## config.mk

```make
export PLATFORM = sky130hd
export DESIGN_NAME = wl_dmem_arbiter
export DESIGN_NICKNAME = d
export VERILOG_FILES = /design/src/rtl/wl_dmem_arbiter.sv
export SDC_FILE = /design/constraint.sdc
export NUM_CORES = 1
export LEC_CHECK = 0
export ABC_AREA = 0
export CAP_MARGIN = 30
export CORE_AREA = 2 2 112 114
export DETAILED_ROUTE_END_ITERATION = 10
export DIE_AREA = 0 0 114 116
export DONT_BUFFER_PORTS = 1
export GPL_ROUTABILITY_DRIVEN = 0
export MAX_ROUTING_LAYER = met4
export PLACE_DENSITY = 0.35
export SYNTH_ARGS = -nofsm -noshare
export SYNTH_HDL_FRONTEND = slang
export SYNTH_SLANG_ARGS = --single-unit
```

## constraint.sdc

```tcl
create_clock -name clk_i -period 1.2 [get_ports clk_i]
set_input_delay 0.12 -clock clk_i [delete_from_list [all_inputs] [get_ports clk_i]]
set_output_delay 0.12 -clock clk_i [all_outputs]
set_load 0.1 [all_outputs]
```

## src/rtl/wl_dmem_arbiter.sv

```systemverilog
// rtl/wl_dmem_arbiter.sv - core/bus arbiter for a single-port data memory
// Core has priority; a saturating stall counter bounds how long the bus can starve.
module wl_dmem_arbiter #(
  parameter int NumWords  = 256,
  parameter int DataWidth = 32,
  parameter int AddrWidth = 32,
  parameter int MaxStall  = 4
) (
  input  logic                         clk_i,
  input  logic                         rst_i,
  input  logic                         c_req_i,
  input  logic [AddrWidth-1:0]         c_addr_i,
  input  logic                         c_we_i,
  input  logic [DataWidth-1:0]         c_wdata_i,
  input  logic [DataWidth/8-1:0]       c_be_i,
  input  logic                         b_req_i,
  input  logic [AddrWidth-1:0]         b_addr_i,
  input  logic                         b_we_i,
  input  logic [DataWidth-1:0]         b_wdata_i,
  input  logic [DataWidth/8-1:0]       b_be_i,
  output logic                         c_gnt_o,
  output logic                         b_gnt_o,
  output logic                         c_rvalid_o,
  output logic                         b_rvalid_o,
  output logic [DataWidth-1:0]         c_rdata_o,
  output logic [DataWidth-1:0]         b_rdata_o,
  output logic                         c_err_o,
  output logic                         b_err_o,
  output logic                         mem_req_o,
  output logic                         mem_we_o,
  output logic [$clog2(NumWords)-1:0]  mem_addr_o,
  output logic [DataWidth-1:0]         mem_wdata_o,
  output logic [DataWidth/8-1:0]       mem_be_o,
  input  logic [DataWidth-1:0]         mem_rdata_i
);

  localparam int WordAw = $clog2(NumWords);
  localparam int StallW = $clog2(MaxStall + 1);
  localparam logic [StallW-1:0]  StallMax   = StallW'(MaxStall);
  localparam logic [AddrWidth:0] RangeLimit = (AddrWidth + 1)'(NumWords * 4);

  logic                 w_b_win;
  logic                 w_c_win;
  logic                 w_grant;
  logic                 w_in_range;
  logic [AddrWidth-1:0] w_addr;
  logic [StallW-1:0]    r_stall;
  logic                 r_rsp_valid;
  logic                 r_rsp_sel;
  logic                 r_rsp_err;

  // Grants are suppressed while reset is held so every output reads 0.
  always_comb begin
    w_b_win     = !rst_i && b_req_i && (!c_req_i || (r_stall >= StallMax));
    w_c_win     = !rst_i && c_req_i && !w_b_win;
    w_grant     = w_b_win || w_c_win;
    w_addr      = w_b_win ? b_addr_i : c_addr_i;
    w_in_range  = ({1'b0, w_addr} < RangeLimit);
    mem_we_o    = 1'b0;
    mem_addr_o  = '0;
    mem_wdata_o = '0;
    mem_be_o    = '0;
    if (w_b_win) begin
      mem_we_o    = b_we_i;
      mem_addr_o  = b_addr_i[WordAw+1:2];
      mem_wdata_o = b_wdata_i;
      mem_be_o    = b_be_i;
    end else if (w_c_win) begin
      mem_we_o    = c_we_i;
      mem_addr_o  = c_addr_i[WordAw+1:2];
      mem_wdata_o = c_wdata_i;
      mem_be_o    = c_be_i;
    end
    mem_req_o = w_grant && w_in_range;
  end

  assign c_gnt_o = w_c_win;
  assign b_gnt_o = w_b_win;

  always_ff @(posedge clk_i or posedge rst_i) begin
    if (rst_i) begin
      r_stall <= '0;
    end else if (b_req_i && !w_b_win) begin
      if (r_stall != StallMax) r_stall <= r_stall + StallW'(1);
    end else begin
      r_stall <= '0;
    end
  end

  // Memory has one cycle of read latency, so the response owner is remembered for one cycle.
  always_ff @(posedge clk_i or posedge rst_i) begin
    if (rst_i) begin
      r_rsp_valid <= 1'b0;
      r_rsp_sel   <= 1'b0;
      r_rsp_err   <= 1'b0;
    end else begin
      r_rsp_valid <= w_grant;
      r_rsp_sel   <= w_b_win;
      r_rsp_err   <= w_grant && !w_in_range;
    end
  end

  assign c_rvalid_o = r_rsp_valid && !r_rsp_sel;
  assign b_rvalid_o = r_rsp_valid && r_rsp_sel;
  assign c_err_o    = c_rvalid_o && r_rsp_err;
  assign b_err_o    = b_rvalid_o && r_rsp_err;
  assign c_rdata_o  = (c_rvalid_o && !r_rsp_err) ? mem_rdata_i : '0;
  assign b_rdata_o  = (b_rvalid_o && !r_rsp_err) ? mem_rdata_i : '0;

endmodule

```

== Word-level counts from Yosys, hierarchy flattened ==
Index checks and enable logic that the tools add are counted.

* Register bits: 6
* Latch bits: 0
* Bits in writable memories: 0
* Bits in read-only memories: 0
* Input port bits: 174
* Logic and storage cells: 43
* Memories: 0

* $add $sub $neg: 1
* Multiply operators: 0
* Div/mod/pow operators: 0
* Order comparisons: 2
* Equality and inequality tests: 2
* Shifts and indexed selects: 0
* Mux-type cells: 13
* Bitwise logic cells: 0
* Reductions and logical operators: 21

{| class="wikitable"
|+ Operators by type and width
! operator !! number
|-
| $mux 32 || 5
|-
| $lt 32x11->1 const B || 1
|-
| $mux 8 || 2
|-
| $logic_and 1x1->1 || 13
|-
| $mux 4 || 2
|-
| $logic_not 1->1 || 6
|-
| $mux 3 || 2
|-
| $add 3x1->3 const B || 1
|-
| $ge 3x3->1 const B || 1
|-
| $ne 3x3->1 const B || 1
|-
| $logic_or 1x1->1 || 2
|-
| $mux 1 || 2
|-
| $ne 2x1->1 const B || 1
|}

== Depth between registers and ports, before layout ==
* Word-level depth: 7
* Depth in mapped cells: 5
* Gate-level depth less buffers: 5

== Worst setup path before layout ==
OpenSTA, ideal clock, no wires.

* Kind: reg2out
* Start point: register r_rsp_sel
* End point: output c_rdata_o[10]
* Data arrival time: 3.061 ns
* Data required time: 1.080 ns
* Slack: -1.981 ns
* Cell stages (with the launch flop): 5
* Path buffers: 1
* Cell sequence: dfrtp_1 > nor2b_1 > and2b_1 > clkbuf_1 > and2_1

* Longest elaborated chain between the ends: 4

{| class="wikitable"
|+ RTL lines
! item !! line !! source
|-
| from (decl) || 49 || <nowiki>logic r_rsp_sel;</nowiki>
|-
| from (signal assigned) || 98 || <nowiki>r_rsp_sel <= w_b_win;</nowiki>
|-
| $logic_not 1->1 || 103 || <nowiki>assign c_rvalid_o = r_rsp_valid && !r_rsp_sel;</nowiki>
|-
| $logic_and 1x1->1 || 103 ||
|-
| named net c_rvalid_o || 23 || <nowiki>output logic c_rvalid_o,</nowiki>
|-
| $logic_and 1x1->1 || 107 || <nowiki>assign c_rdata_o = (c_rvalid_o && !r_rsp_err) ? mem_rdata_i : '0;</nowiki>
|-
| $mux 32 || 107 ||
|-
| to (decl) || 25 || <nowiki>output logic [DataWidth-1:0] c_rdata_o,</nowiki>
|}

The timed path passes the listed nets, and every way through them passes these cells.

== Worst setup path after layout ==
* Start point: register r_stall[2]
* End point: output mem_wdata_o[29]

* Longest elaborated chain between the ends: 7

{| class="wikitable"
|+ RTL lines
! item !! line !! source
|-
| from (decl) || 47 || <nowiki>logic [StallW-1:0] r_stall;</nowiki>
|-
| from (signal assigned) || 84 || <nowiki>if (r_stall != StallMax) r_stall <= r_stall + StallW'(1);</nowiki>
|-
| $ge 3x3->1 * || 54 || <nowiki>w_b_win = !rst_i && b_req_i && (!c_req_i || (r_stall >= StallMax));</nowiki>
|-
| $logic_or 1x1->1 * || 54 ||
|-
| $logic_and 1x1->1 * || 54 ||
|-
| $logic_not 1->1 || 55 || <nowiki>w_c_win = !rst_i && c_req_i && !w_b_win;</nowiki>
|-
| $logic_and 1x1->1 || 55 ||
|-
| $mux 32 || 68 || <nowiki>end else if (w_c_win) begin</nowiki>
|-
| $mux 32 * || 63 || <nowiki>if (w_b_win) begin</nowiki>
|-
| to (decl) || 32 || <nowiki>output logic [DataWidth-1:0] mem_wdata_o,</nowiki>
|}

Mark *: on every way between the ends. The rest lies on a longest branch, timed or not.

==> results.json <==
{
  "seq_area_frac_synth": 0.114,
  "ys_ff_latch": 6,
  "synth-compound-area-share": 0.313,
  "synth-xor-area-share": 0.00665,
  "synth_warnings": 0,
  "status": "complete, but fails checks",
  "placed_area_um2": 2390,
  "antennaDiodeCount": 0,
  "ir_drop_mv": 0.348,
  "p_total_mw": 2.70,
  "cts_tree": "built",
  "syn-num-nets": 354,
  "drv_cap": 0,
  "timing.final.hold_violations": 0,
  "synthCells": 178,
  "cpPeakStageDelay_ps": 390,
  "syn_to_final_growth_pct": 112,
  "drive_gt1_frac": 0.800,
  "critPathCaptureType": "output pin",
  "finalSetupViolations": 117,
  "synth_area_um2": 1320,
  "met3WireLength_um": 847,
  "grt_max_degree": 24,
  "rsz0062_at_grt": "yes",
  "ant_nets": 0,
  "syn_avg_cell_area_um2": 7.39,
  "drc": 0,
  "worstPathMaxFanout": 18,
  "die_w_um": 114,
  "post-dp-hpwl_um": 6320,
  "cts_buffers": 3,
  "min_period_over_period": 1.48,
  "dr_total_vias": 1645,
  "cp-start-kind": "register",
  "power_density_nw_per_um2": 965,
  "synth_top_family_by_area": "simple AND/OR/NAND/NOR gates",
  "drtPass1Iterations": 4,
  "routedWlPerCell_um": 21.7,
  "fin_worst_skew_ps": 1.33,
  "grt_pass1_vias": 1570,
  "num_rows": 40,
  "clock_sinks": 6,
  "critPathSlowestCell": "dfrtp_1",
  "cts_max_level": 1,
  "cp_cell_sequence": "buf_4 > nand2_1 > and3_4 > buf_12 > a22o_4",
  "synthAdderAreaFrac": 0.0190,
  "root_buffer": "clkbuf_16",
  "coreArea_um2": 11900,
  "relSlewSlack": 0.754,
  "crit_required_ps": 1080,
  "critPathKind": "register to output pin",
  "cts_buffer_depth": 2,
  "wl_met1_um": 2300,
  "synthSimpleGateAreaFrac": 0.468,
  "clk-insertion-delay-late_ps": 230,
  "nNetsFinal": 388,
  "viasPerCell": 4.61,
  "slew_viol_final": 0,
  "clock.fmax_mhz": 562,
  "dieArea_um2": 13200,
  "hp-class": "primary input to register",
  "topRoutingLayerUsed": "met4",
  "stdcell_area_um2": 2790,
  "overflow": 0,
  "synth_cell_type_count": 25,
  "placedCellCount": 336,
  "instances_no_fill": 357,
  "yosys-mux-area-fraction": 0,
  "clk_pin_slew_ps": 30,
  "violations": "negative setup slack",
  "initialDrtViolationCount": 28,
  "start_util": 0.111,
  "antenna_found_initial": 0,
  "die_h_um": 116,
  "finalWirelength_um": 7760,
  "fillers": 1246,
  "setup_ws_ps": -579,
  "io_pins": 290,
  "fin_crit_ps": 1780,
  "grt_pass1_wl_um": 9470,
  "grt.total_usage": 0.102,
  "tightestPinTransition_ps": 366,
  "wl_met2_um": 4530,
  "port_buffers": 0,
  "p_leak_nw": 1.24,
  "utilization": 0.234,
  "crit_arrival_ps": 1660
}
## final timing paths
path,from,end,slack [ps],cells after the start
setup reg to reg,r_stall[2],r_rsp_err,-240,6
min in group asynchronous,rst_i,r_stall[2],340,3
max in group asynchronous,rst_i,r_rsp_valid,750,3
hold / removal,rst_i,r_rsp_valid,110,2
hold reg to reg,r_stall[1],r_stall[1],560,2
setup / recovery,r_stall[2],mem_wdata_o[29],-580,5
## cells in the mapped netlist, drive strengths merged
| master | instances | area (µm²) |
|---|---|---|
| and2 | 66 | 413 |
| a22o | 45 | 394 |
| buf | 10 | 71.3 |
| nor4 | 10 | 62.6 |
| nor2 | 7 | 26.3 |
| clkbuf | 6 | 22.5 |
| dfrtp | 6 | 150 |
| nand2 | 5 | 18.8 |
| and3 | 3 | 18.8 |
| inv | 3 | 11.3 |
| nor2b | 3 | 18.8 |
| ha | 2 | 25.0 |
| nand4 | 2 | 12.5 |
| a21boi | 1 | 7.51 |
| a21oi | 1 | 5.00 |
| and2b | 1 | 7.51 |
| and4 | 1 | 8.76 |
| nand3 | 1 | 5.00 |
| nor3 | 1 | 5.00 |
| nor3b | 1 | 12.5 |
| o21ai | 1 | 5.00 |
| or3 | 1 | 6.26 |
| xnor2 | 1 | 8.76 |
## sequential cells by signal, summed over array words and instances, names as in the netlist
name,count
r_rsp_err,1
r_rsp_valid,1
r_stall,3
r_rsp_sel,1
## layout make-up
type	instances	area (µm²)	share of cell area
Multi-Input combinational cell	153	1680	0.601
Timing Repair Buffer	45	694	0.249
Clock buffer	3	75.1	0.0269
Tap cell	147	184	0.0659
Sequential cell	6	150	0.0538
Inverter	3	11.3	0.00403
## power breakdown
group	total, mW	internal (mW)	switching [mW]
Combinational	1.94	0.480	1.46
Sequential	0.228	0.217	0.0115
Clock	0.531	0.427	0.104
## cells in the final DEF, fill, tap and decap left out
cell type      netlist  layout
buf_6                3       9
clkbuf_16            0       6
nor2b_4              0       2
or3_4                0       1
buf_8                0       2
nor3b_4              0       1
buf_4                1      11
o21ai_0              1       1
nor4_1              10      10
a21boi_4             0       1
dfrtp_1              6       6
nand3_1              1       1
nor2_1               7       7
nor2b_2              0       1
buf_12               0      17
a21oi_1              1       1
nand2_1              5       5
and2b_4              0       1
xnor2_1              1       1
ha_1                 2       2
and3_4               0       3
and2_4               0      66
a22o_4               0      45
nand4_1              2       2
dlygate4sd3_1        0       1
nor3_1               1       1
buf_16               0       2
inv_1                3       3
and4_1               1       1
## cell families (layout without fill, tap and decap cells)
logic type	Yosys count	after routing
AOI/OAI and AO/OA	48	48
DFF	6	6
and+or+nand+nor	102	102
xor gates and xnor gates	1	1
adders and majority gates	2	2
buffers and inverters	19	51
## worst max-delay path: cells and delay by family (launching register included)
kind / cells / cell delay (ps)
AOI/OAI and AO/OA: 1 / 320
DFF: 1 / 390
and+or+nand+nor: 2 / 350
buffers and inverters: 2 / 350
## metrics by stage
stage	setup TNS, ps	hold slack, ps	setup WS, ps
floorplan	-45570	-83.9	-604
global placement	-25240	15.5	-408
detailed placement	-26590	6.91	-434
CTS	-59670	112	-569
global route	-66170	120	-660
finish	-58370	112	-579
## routing by layer
metal | global-route usage | vias to the layer above
met5 | - | -
met4 | 0.0293 | 0
met3 | 0.0309 | 4
met2 | 0.206 | 167
met1 | 0.0890 | 759
li1 | - | 715
## what timing repair did
action	4_1_cts	5_1_grt
buffers inserted	7	8
gates resized for setup	24	14
cloned	4	4
hold endpoints to repair	6	0
setup endpoints to repair	117	118
pin swaps	16	19
hold buffers	1	0
Power figures use the tool's default switching activity.
